`src/rtl/ste_moving_avg_fir.sv`:
```
// rtl/ste_moving_avg_fir.sv - boxcar moving-average FIR for the multimeter measurement path
//
// Ports:
//   clk            system clock, rising edge
//   rst            asynchronous active-high reset
//   din_i          unsigned sample, taken only when din_update_i=1
//   din_update_i   sample-valid strobe, one sample per high cycle
//   dout_update_o  one-cycle strobe: dout_o has just been updated
//   dout_o         registered average of the last 2^TAPS_LOG2 samples
//
// Build option:
//   STE_AVG_ROUND_EN  defined   -> round-half-up average, saturated to 2^DATA_W-1
//                     undefined -> truncating (floor) average
module ste_moving_avg_fir #(
  parameter int DATA_W    = 16,
  parameter int TAPS_LOG2 = 4
) (
  input  logic              clk,
  input  logic              rst,
  input  logic [DATA_W-1:0] din_i,
  input  logic              din_update_i,
  output logic              dout_update_o,
  output logic [DATA_W-1:0] dout_o
);

  localparam int N     = 1 << TAPS_LOG2;
  localparam int SUM_W = DATA_W + TAPS_LOG2;

  logic [DATA_W-1:0]    win [N];
  logic [SUM_W-1:0]     sum;
  logic [SUM_W-1:0]     sum_new;
  logic [TAPS_LOG2-1:0] wr_ptr;
  logic [DATA_W-1:0]    dout_next;

  // The evicted entry is always part of sum, so the modular add/subtract
  // lands on the exact (non-negative) new window total.
  always_comb begin
    sum_new = sum + SUM_W'(din_i) - SUM_W'(win[wr_ptr]);
  end

`ifdef STE_AVG_ROUND_EN
  logic [SUM_W:0] sum_rnd;
  logic [SUM_W:0] avg_rnd;

  // One extra bit keeps the half-LSB bias from wrapping at full scale.
  always_comb begin
    sum_rnd = {1'b0, sum_new} + (SUM_W+1)'(N / 2);
    avg_rnd = sum_rnd >> TAPS_LOG2;
    if (|avg_rnd[SUM_W:DATA_W]) begin
      dout_next = '1;
    end else begin
      dout_next = avg_rnd[DATA_W-1:0];
    end
  end
`else
  always_comb begin
    dout_next = sum_new[SUM_W-1:TAPS_LOG2];
  end
`endif

  always_ff @(posedge clk or posedge rst) begin
    if (rst) begin
      for (int i = 0; i < N; i++) begin
        win[i] <= '0;
      end
      sum           <= '0;
      wr_ptr        <= '0;
      dout_o        <= '0;
      dout_update_o <= 1'b0;
    end else begin
      dout_update_o <= din_update_i;
      if (din_update_i) begin
        win[wr_ptr] <= din_i;
        wr_ptr      <= wr_ptr + TAPS_LOG2'(1);
        sum         <= sum_new;
        dout_o      <= dout_next;
      end
    end
  end

endmodule

```
`config.mk`:
```
export PLATFORM = sky130hd
export DESIGN_NAME = ste_moving_avg_fir
export DESIGN_NICKNAME = d
export VERILOG_FILES = /design/src/rtl/ste_moving_avg_fir.sv
export SDC_FILE = /design/constraint.sdc
export NUM_CORES = 1
export LEC_CHECK = 0
export CORE_MARGIN = 2
export CORE_UTILIZATION = 35
export CTS_BUF_LIST = sky130_fd_sc_hd__clkbuf_8
export DETAILED_ROUTE_END_ITERATION = 8
export PLACE_DENSITY_LB_ADDON = 0.05
export SETUP_SLACK_MARGIN = 0.1
export SYNTH_ARGS = -nofsm -noshare
export SYNTH_HDL_FRONTEND = slang
export SYNTH_SLANG_ARGS = --single-unit
```
`constraint.sdc`:
```
create_clock -name clk -period 13.24 [get_ports clk]
set_input_delay 2.648 -clock clk [delete_from_list [all_inputs] [get_ports clk]]
set_output_delay 2.648 -clock clk [all_outputs]
set_load 0.02 [all_outputs]
```
* After elaboration in Yosys (flattened, before gate mapping) *
Cells that the tools add are included.

word-level totals
  flip-flop bits (word level) = 297
  bits of input ports = 19
  word-level logic and storage cells = 33

cells by class
  add/subtract/negate cells = 3
  order comparisons = 2
  multiplexer cells = 6
  bitwise operators = 1
  reductions and logical operators = 1

operator list
  operator                                                                      count
  256-bit bitwise mux                                                           1
  16-bit binary-select mux with 4-bit select                                    1
  16-bit demux with 4-bit select                                                1
  16-bit two-way mux                                                            3
  20-bit by 16-bit adder with 20-bit output                                     1
  20-bit by 16-bit subtractor with 20-bit output                                1
  5-bit greater-or-equal comparator, second input constant                      1
  5-bit by 1-bit less-than comparator with 1-bit output, second input constant  1
  4-bit NOT with 5-bit output                                                   1
  4-bit by 1-bit adder with 4-bit output, second input constant                 1
  1-bit logical AND                                                             1

* Depth between registers and ports, before layout *
Gate-level depths: netlist (run 1).

  word-level depth = 6
  mapped depth = 15
  gate-level depth less buffers = 12

* Least setup slack after synthesis (run 1) *
OpenSTA, ideal clock, no wires.

  path type = input-to-reg
  start = input din_i[1]
  end = register dout_o[12]
  library setup time = 0.130 ns
  data arrival time = 4.911 ns
  path slack = 8.200 ns
  stages on the path = 11
  path buffers = 1
  path through = inv_1 > clkbuf_1 > fa_1 > inv_1 > fa_1 > a21o_1 > a221oi_2 > o211ai_1 > a31oi_1 > xor2_1 > mux2i_1

on the way
  cells in the longest elaborated chain, start to end = 2

RTL lines
  element                                         line  RTL
  start, declared                                 20    input logic [DATA_W-1:0] din_i,
  20-bit by 16-bit adder with 20-bit output       38    sum_new = sum + SUM_W'(din_i) - SUM_W'(win[wr_ptr]);
  20-bit by 16-bit subtractor with 20-bit output  38
  end signal, assigned                            76    dout_o <= dout_next;
  end, declared                                   23    output logic [DATA_W-1:0] dout_o

Every way passes these cells.
A chain may end at the register's enable or synchronous reset.

* Final worst setup path (run 1) *
  start = input din_i[4]
  end = register dout_o[9]

The elaborated chain is that of the path after synthesis.

==> results of run 1 <==
## how the worst max path moves through the flow
| stage | startpoint | endpoint | cells after the start |
|---|---|---|---|
| floorplan | rst | dout_o[0]$_DFFE_PP0P_ | 1 |
| global placement | din_i[10] | dout_o[13]$_DFFE_PP0P_ | 11 |
| detailed placement | din_i[4] | dout_o[9]$_DFFE_PP0P_ | 11 |
| CTS | wr_ptr[0]$_DFFE_PP0P_ | dout_o[9]$_DFFE_PP0P_ | 12 |
| global route | wr_ptr[0]$_DFFE_PP0P_ | dout_o[9]$_DFFE_PP0P_ | 12 |
| finish | din_i[4] | dout_o[9]$_DFFE_PP0P_ | 11 |
## worst register-to-register path, stage by stage (launching register included)
cell                       delay, ns
sky130_fd_sc_hd__dfrtp_4        0.87
sky130_fd_sc_hd__buf_4          0.78
sky130_fd_sc_hd__mux4_1         0.71
sky130_fd_sc_hd__mux4_2         0.53
sky130_fd_sc_hd__fa_1           0.51
sky130_fd_sc_hd__inv_1          0.07
sky130_fd_sc_hd__ha_1           0.28
sky130_fd_sc_hd__a21oi_1        0.18
sky130_fd_sc_hd__o211ai_1       0.27
sky130_fd_sc_hd__a21oi_1        0.58
sky130_fd_sc_hd__a21oi_1        0.19
sky130_fd_sc_hd__o21a_1         0.20
sky130_fd_sc_hd__o31ai_1        0.18
## cell usage in the layout (no fill, tap or decap), drive strengths merged, types with 2 or more instances in the layout
cell type	instances
a211o	2
and2	2
o211ai	4
xor2	7
clkdlybuf4s50	34
nand2	204
inv	105
buf	20
or3	2
o32ai	3
o21bai	3
o21a	3
ha	24
fa	16
dfrtp	281
a21o	10
mux2	76
a221oi	3
a31oi	3
a21oi	20
clkinv	2
nor2	13
clkbuf	56
mux2i	8
mux4	80
nor2b	2
nand3	14
nor3	9
nand4	7
xnor2	10
o21ai	189
## stage by stage
step,instances,util
after floorplan,1181,-
after global placement,1653,0.373
after detailed placement,1653,0.373
after CTS,1741,0.397
after global routing,1741,0.397
final,1741,0.397
## cell type report
cell class,instances,area share
Timing Repair Buffer,54,0.0326
Multi-Input combinational cell,725,0.389
Tap cell,518,0.0422
Clock buffer,56,0.0502
Sequential cell,281,0.458
Clock inverter,32,0.00904
Inverter,75,0.0188
## registers in the layout, summed over array words and instances (netlist names)
| register | count |
|---|---|
| dout_o | 16 |
| dout_update_o | 1 |
| sum | 4 |
| win | 256 |
| wr_ptr | 4 |
## per-layer routing
| layer | global-route usage | part of all wire | up-vias | wire length, um |
|---|---|---|---|---|
| li1 | - | - | 4120 | - |
| met2 | 0.312 | 0.49 | 142 | 17900 |
| met4 | 0.0537 | 0.021 | 0 | 790 |
| met1 | 0.248 | 0.45 | 4396 | 16500 |
| met5 | 0 | 0 | - | 0 |
| met3 | 0.0377 | 0.041 | 57 | 1500 |
## Yosys cell counts (3+ instances only)
master	n	area, um2
sky130_fd_sc_hd__a31oi_1	3	18.8
sky130_fd_sc_hd__o21ai_0	189	946
sky130_fd_sc_hd__ha_1	24	300
sky130_fd_sc_hd__o211ai_1	4	30.0
sky130_fd_sc_hd__mux4_1	5	131
sky130_fd_sc_hd__nor2_1	13	48.8
sky130_fd_sc_hd__mux4_2	75	1690
sky130_fd_sc_hd__a21o_1	10	75.1
sky130_fd_sc_hd__clkbuf_1	56	210
sky130_fd_sc_hd__dfrtp_1	281	7030
sky130_fd_sc_hd__o21a_1	3	22.5
sky130_fd_sc_hd__o21bai_1	3	22.5
sky130_fd_sc_hd__buf_2	20	100
sky130_fd_sc_hd__nand2_1	204	766
sky130_fd_sc_hd__mux2_2	76	856
sky130_fd_sc_hd__nand3_1	14	70.1
sky130_fd_sc_hd__nand4_1	7	43.8
sky130_fd_sc_hd__xnor2_1	10	87.6
sky130_fd_sc_hd__buf_12	3	60.1
sky130_fd_sc_hd__mux2i_1	8	80.1
sky130_fd_sc_hd__nor3_2	4	40.0
sky130_fd_sc_hd__a21oi_1	19	95.1
sky130_fd_sc_hd__nor3_1	5	25.0
sky130_fd_sc_hd__xor2_1	7	61.3
sky130_fd_sc_hd__o32ai_1	3	26.3
sky130_fd_sc_hd__fa_1	16	320
sky130_fd_sc_hd__buf_4	16	120
sky130_fd_sc_hd__buf_1	3	11.3
sky130_fd_sc_hd__inv_1	74	278
## cell families after synthesis
kind of cell | after synthesis
buffers and inverters | 175
multiplexers | 164
flip-flops | 281
AO/OA/AOI/OAI | 249
XOR/XNOR | 17
adder cells (fa/ha/maj) | 40
AND/OR/NAND/NOR | 255
==> flow_metrics.env, run 1 <==
export IMPL_run_status="finished, final reports clean"
export IMPL_totalWireLength_um=36800
export IMPL_clock_latency_ns=0.65
export IMPL_syn2layout_area_growth_pct=11.4
export IMPL_post_cts_buffers=0
export IMPL_timing_final_crit_period_ns=5.55
export IMPL_filler_cell_count=3814
export IMPL_grt_remaining_overflow=0
export IMPL_crit_arrival_ns=6.08
export IMPL_layout_nets=1247
export IMPL_synth_enable_flop_cells=0
export IMPL_via_count=8715
export IMPL_post_route_cell_area_mm2=0.0154
export IMPL_maxClockFrequency_mhz=180
export IMPL_max_slew_margin=0.195
export IMPL_clock_skew_ns=0.0259
export IMPL_final_antenna_net_count=0
export IMPL_first_global_vias=9204
export IMPL_cts_resized_gates=0
export IMPL_muxShareOfSynthArea=0.200
export IMPL_hpwlAfterDp_um=23300
export IMPL_adder_cell_share_of_the_synthesized_area=0.0450
export IMPL_dieArea_mm2=0.0410
export IMPL_final_min_period_over_clock_period=0.419
export IMPL_worst_hold_endpoint="win[77]$_DFFE_PP0P_"
export IMPL_syn_area_mm2=0.0138
export IMPL_average_footprint_of_a_synthesized_cell_um2=11.7
export IMPL_slowest_stage="sky130_fd_sc_hd__clkdlybuf4s50_1"
export IMPL_number_of_diodes_added_for_antenna_fixing=0
export IMPL_wire_length_of_the_first_global_routing_pass_um=57600
export IMPL_grt_max_degree=174
export IMPL_crit_top_cell="sky130_fd_sc_hd__a21oi_1"
export IMPL_finalSetupTns_ns=0
export IMPL_core_mm2=0.0387
export IMPL_max_stage_delay_ns=0.60
export IMPL_placedInstanceArea_mm2=0.0145
export IMPL_clk_pin_slew_ns=0.06
export IMPL_start_kind="input pin"
export IMPL_rows=72
export IMPL_gp_congestion=0.759
export IMPL_detail_route_first_pass_iterations=5
export IMPL_max_slew_worst_pin_slew_ns=1.20
export IMPL_syn_num_nets=1240
export IMPL_r2r_end="dout_o[9]$_DFFE_PP0P_"
export IMPL_holdBufCountCts=0
export IMPL_xor_and_xnor_fraction_of_the_mapped_netlist_area=0.0108
export IMPL_floorplan_die_width_um=202
export IMPL_grt_setup_unrepaired="false"
export IMPL_timing_hold_worst_start="win[77]$_DFFE_PP0P_"
export IMPL_whs_ns=0.474
export IMPL_r2r_setup_slack_ns=7.78
export IMPL_floorplan_initialDensity=0.356
export IMPL_tritoncts="done"
export IMPL_final_hold_viol_count=0
export IMPL_critical_path_reg2reg_startpoint="wr_ptr[0]$_DFFE_PP0P_"
export IMPL_path_buf_inv=3
export IMPL_drv_cap=0
export IMPL_final_max_slew_viol_count=0
export IMPL_synthArstFlopShare=1.00
export IMPL_cp_top_family="compound AO/OA/AOI/OAI gates"
export IMPL_drc=0
export IMPL_synth_compound_area_frac=0.0998
export IMPL_share_of_cells_above_drive_strength_1=0.198
export IMPL_postSynth_topFlopCell="sky130_fd_sc_hd__dfrtp_1"
export IMPL_die_height_um=202
export IMPL_drtIter0Drc=443
export IMPL_yosysWarnings=0
export IMPL_grt_use_total=0.187
export IMPL_sequential_to_total_area_share_from_yosys_stat=0.510
export IMPL_synth_top_family_by_area="multiplexers"
export IMPL_multiInputGateArea_mm2=0.00597
export IMPL_hold_depth=2
export IMPL_antenna_found_initial=0
export IMPL_fin_ws_ns=7.69
export IMPL_timing_hold_worst_class="reg2reg"
export IMPL_cts_root_buf="sky130_fd_sc_hd__clkbuf_8"
export IMPL_worst_r2r_path_depth=12
export IMPL_drt_wirelength_per_cell_um=21.1
export IMPL_viasPerCell=5.01
export IMPL_synthSimpleGateAreaFrac=0.0759
export IMPL_critPathKind="in2reg"
export IMPL_largest_fanout_of_any_net_on_the_critical_path=13
export IMPL_io_pin_count=36
export IMPL_numCtsBuffers=51
export IMPL_cts_sink_count=281
export IMPL_cp_data_required_time_ns=13.77
export IMPL_clk_path_buf_depth=3
export IMPL_worstPathCellList="clkdlybuf4s50_1 -> inv_1 -> fa_1 -> inv_1 -> ha_1 -> a21oi_1 -> o211ai_1 -> a21oi_1 -> a21oi_1 -> o21a_1 -> o31ai_1"
export IMPL_worstSetupEndpointType="flip-flop"
export IMPL_yosysUniqueCellTypes=49
export IMPL_regArea_mm2=0.00704
export IMPL_yosys_register_bits=281
export IMPL_detailedPlace_worstSlack_ns=7.09
export IMPL_setup_violations_final=0
export IMPL_port_buffers=35
export IMPL_syn_inst=1181
export IMPL_ctsHtreeMaxLevel=2
Power of run 1 is not shown: default switching activity piles up to over one toggle a cycle in this logic, so the estimate is an artifact.
==> run 2, diff against run 1 <==
clock period = 4.9 ns   (was 13.24 ns; I/O delays follow)
==> run 2 against run 1 <==
Against the previous run:
- register-to-register slack worse by 7.4 ns
- clock skew grew 0.010 ns
- global-route usage grew 1.2 points
- non-clock buffer count is 36 higher
- final cell count increased by 2.1%
- critical path depth is the same
- core utilization up 1.2 points
- hold slack worse by 0.0022 ns
- first-iteration DRC count down 23%
- wire length rose by 6.2%
- design area increased by 3.0%
==> flow_metrics.env, run 2 (same netlist as run 1, synthesis figures left out) <==
export IMPL_path_buf_inv=1
export IMPL_first_global_vias=9440
export IMPL_cts_resized_gates=0
export IMPL_floorplan_initialDensity=0.356
export IMPL_grt_setup_unrepaired="false"
export IMPL_dieArea_mm2=0.0410
export IMPL_slowest_stage="sky130_fd_sc_hd__dfrtp_4"
export IMPL_final_antenna_net_count=0
export IMPL_hpwlAfterDp_um=25500
export IMPL_rows=72
export IMPL_reg_largest_list="win (256), dout_o (16)"
export IMPL_start_kind="flip-flop"
export IMPL_cp_data_required_time_ns=5.40
export IMPL_core_mm2=0.0387
export IMPL_max_slew_worst_pin_slew_ns=1.11
export IMPL_io_pin_count=36
export IMPL_layout_commonest_cell="sky130_fd_sc_hd__dfrtp_1"
export IMPL_numCtsBuffers=52
export IMPL_clk_pin_slew_ns=0.06
export IMPL_detail_route_first_pass_iterations=4
export IMPL_tritoncts="done"
export IMPL_cts_sink_count=281
export IMPL_number_of_diodes_added_for_antenna_fixing=0
export IMPL_run_status="finished, final reports clean"
export IMPL_clock_latency_ns=0.64
export IMPL_largest_fanout_of_any_net_on_the_critical_path=31
export IMPL_viasPerCell=5.07
export IMPL_crit_arrival_ns=4.98
export IMPL_regArea_mm2=0.00704
export IMPL_cp_top_family="multiplexers"
export IMPL_antenna_found_initial=0
export IMPL_ctsHtreeMaxLevel=2
export IMPL_cts_root_buf="sky130_fd_sc_hd__clkbuf_8"
export IMPL_max_stage_delay_ns=0.85
export IMPL_whs_ns=0.472
export IMPL_die_height_um=202
export IMPL_floorplan_die_width_um=202
export IMPL_timing_hold_worst_class="reg2reg"
export IMPL_finalSetupTns_ns=0
export IMPL_worstPathCellList="mux4_2 -> mux4_2 -> fa_1 -> inv_1 -> fa_1 -> a21o_1 -> a221oi_2 -> o211ai_1 -> a31oi_1 -> xor2_1 -> mux2i_1"
export IMPL_registers_top_by_ff_count="win"
export IMPL_totalWireLength_um=39100
export IMPL_filler_cell_count=3815
export IMPL_drv_cap=0
export IMPL_setup_violations_final=0
export IMPL_drc=0
export IMPL_final_max_slew_viol_count=0
export IMPL_gp_congestion=0.763
export IMPL_multiInputGateArea_mm2=0.00597
export IMPL_drt_wirelength_per_cell_um=22.0
export IMPL_final_hold_viol_count=0
export IMPL_most_common_layout_cells="sky130_fd_sc_hd__dfrtp_1, sky130_fd_sc_hd__nand2_1, sky130_fd_sc_hd__o21ai_0"
export IMPL_grt_remaining_overflow=0
export IMPL_drtIter0Drc=341
export IMPL_flip_flop_count_of_the_largest_register_all_copies_and_words_added=256
export IMPL_wire_length_of_the_first_global_routing_pass_um=60900
export IMPL_syn2layout_area_growth_pct=14.8
export IMPL_final_min_period_over_clock_period=0.915
export IMPL_critPathKind="reg2reg"
export IMPL_via_count=9004
export IMPL_timing_final_crit_period_ns=4.48
export IMPL_share_of_cells_above_drive_strength_1=0.228
export IMPL_port_buffers=35
export IMPL_worstSetupEndpointType="flip-flop"
export IMPL_grt_max_degree=60
export IMPL_clk_path_buf_depth=3
export IMPL_max_slew_margin=0.258
export IMPL_grt_use_total=0.199
export IMPL_clock_skew_ns=0.0360
export IMPL_maxClockFrequency_mhz=223
export IMPL_layout_nets=1284
[run 2: final cells by class]
type,count,share of cell area
clock buffers,65,0.0565
clock inverters,23,0.00648
inverters,75,0.0180
multi-input cells,725,0.378
flip-flops and latches,281,0.445
well taps,518,0.0410
repair buffers,90,0.0555
[run 2: worst paths after layout]
path | from | end | slack, ns | cells after the start
max | wr_ptr[1]$_DFFE_PP0P_ | dout_o[12]$_DFFE_PP0P_ | 0.42 | 11
min | win[10]$_DFFE_PP0P_ | win[10]$_DFFE_PP0P_ | 0.47 | 2
max reg2reg | wr_ptr[1]$_DFFE_PP0P_ | dout_o[12]$_DFFE_PP0P_ | 0.42 | 11
min reg2reg | win[10]$_DFFE_PP0P_ | win[10]$_DFFE_PP0P_ | 0.47 | 2
max in group asynchronous | rst | win[146]$_DFFE_PP0P_ | 2.92 | 4
min in group asynchronous | rst | win[168]$_DFFE_PP0P_ | 0.91 | 2
[run 2: worst register-to-register path, delay by kind of cell (launching register included)]
family          cells  cell delay [ns]
xor+xnor            1             0.17
compound gates      4             1.10
mux                 3             1.16
buf+inv             1             0.07
flops               1             0.85
fa+ha+maj           2             1.00
[run 2: routing by layer]
| metal | routed length (um) | vias to the layer above | GRT usage |
|---|---|---|---|
| li1 | - | 4209 | - |
| met1 | 18000 | 4581 | 0.269 |
| met2 | 18600 | 153 | 0.329 |
| met3 | 1490 | 61 | 0.0366 |
| met4 | 970 | 0 | 0.0579 |
| met5 | 0 | - | 0 |
[run 2: what timing repair did]
item,in CTS,in global routing
hold endpoints to repair,0,0
endpoints found under the setup margin,0,2
hold buffers,0,0
setup buffers,0,1
[run 2: stage by stage]
step	util	instance area, um2	std cells	setup WS (ns)
global route	0.408	15800	1777	0.227
CTS	0.408	15800	1776	0.300
detailed placement	0.382	14800	1688	0.325
floorplan	-	13800	1181	0.199
finish	0.408	15800	1777	0.419
global placement	0.382	14800	1688	0.357
Power of run 2 is left out for the same reason.
==> run 3, diff against run 2 <==
GPL_ROUTABILITY_DRIVEN = 0   (was unset)
==> results of run 3 <==
The final DEF is identical to that of run 2; final timing and power are the same.
Power of run 3 is left out for the same reason.
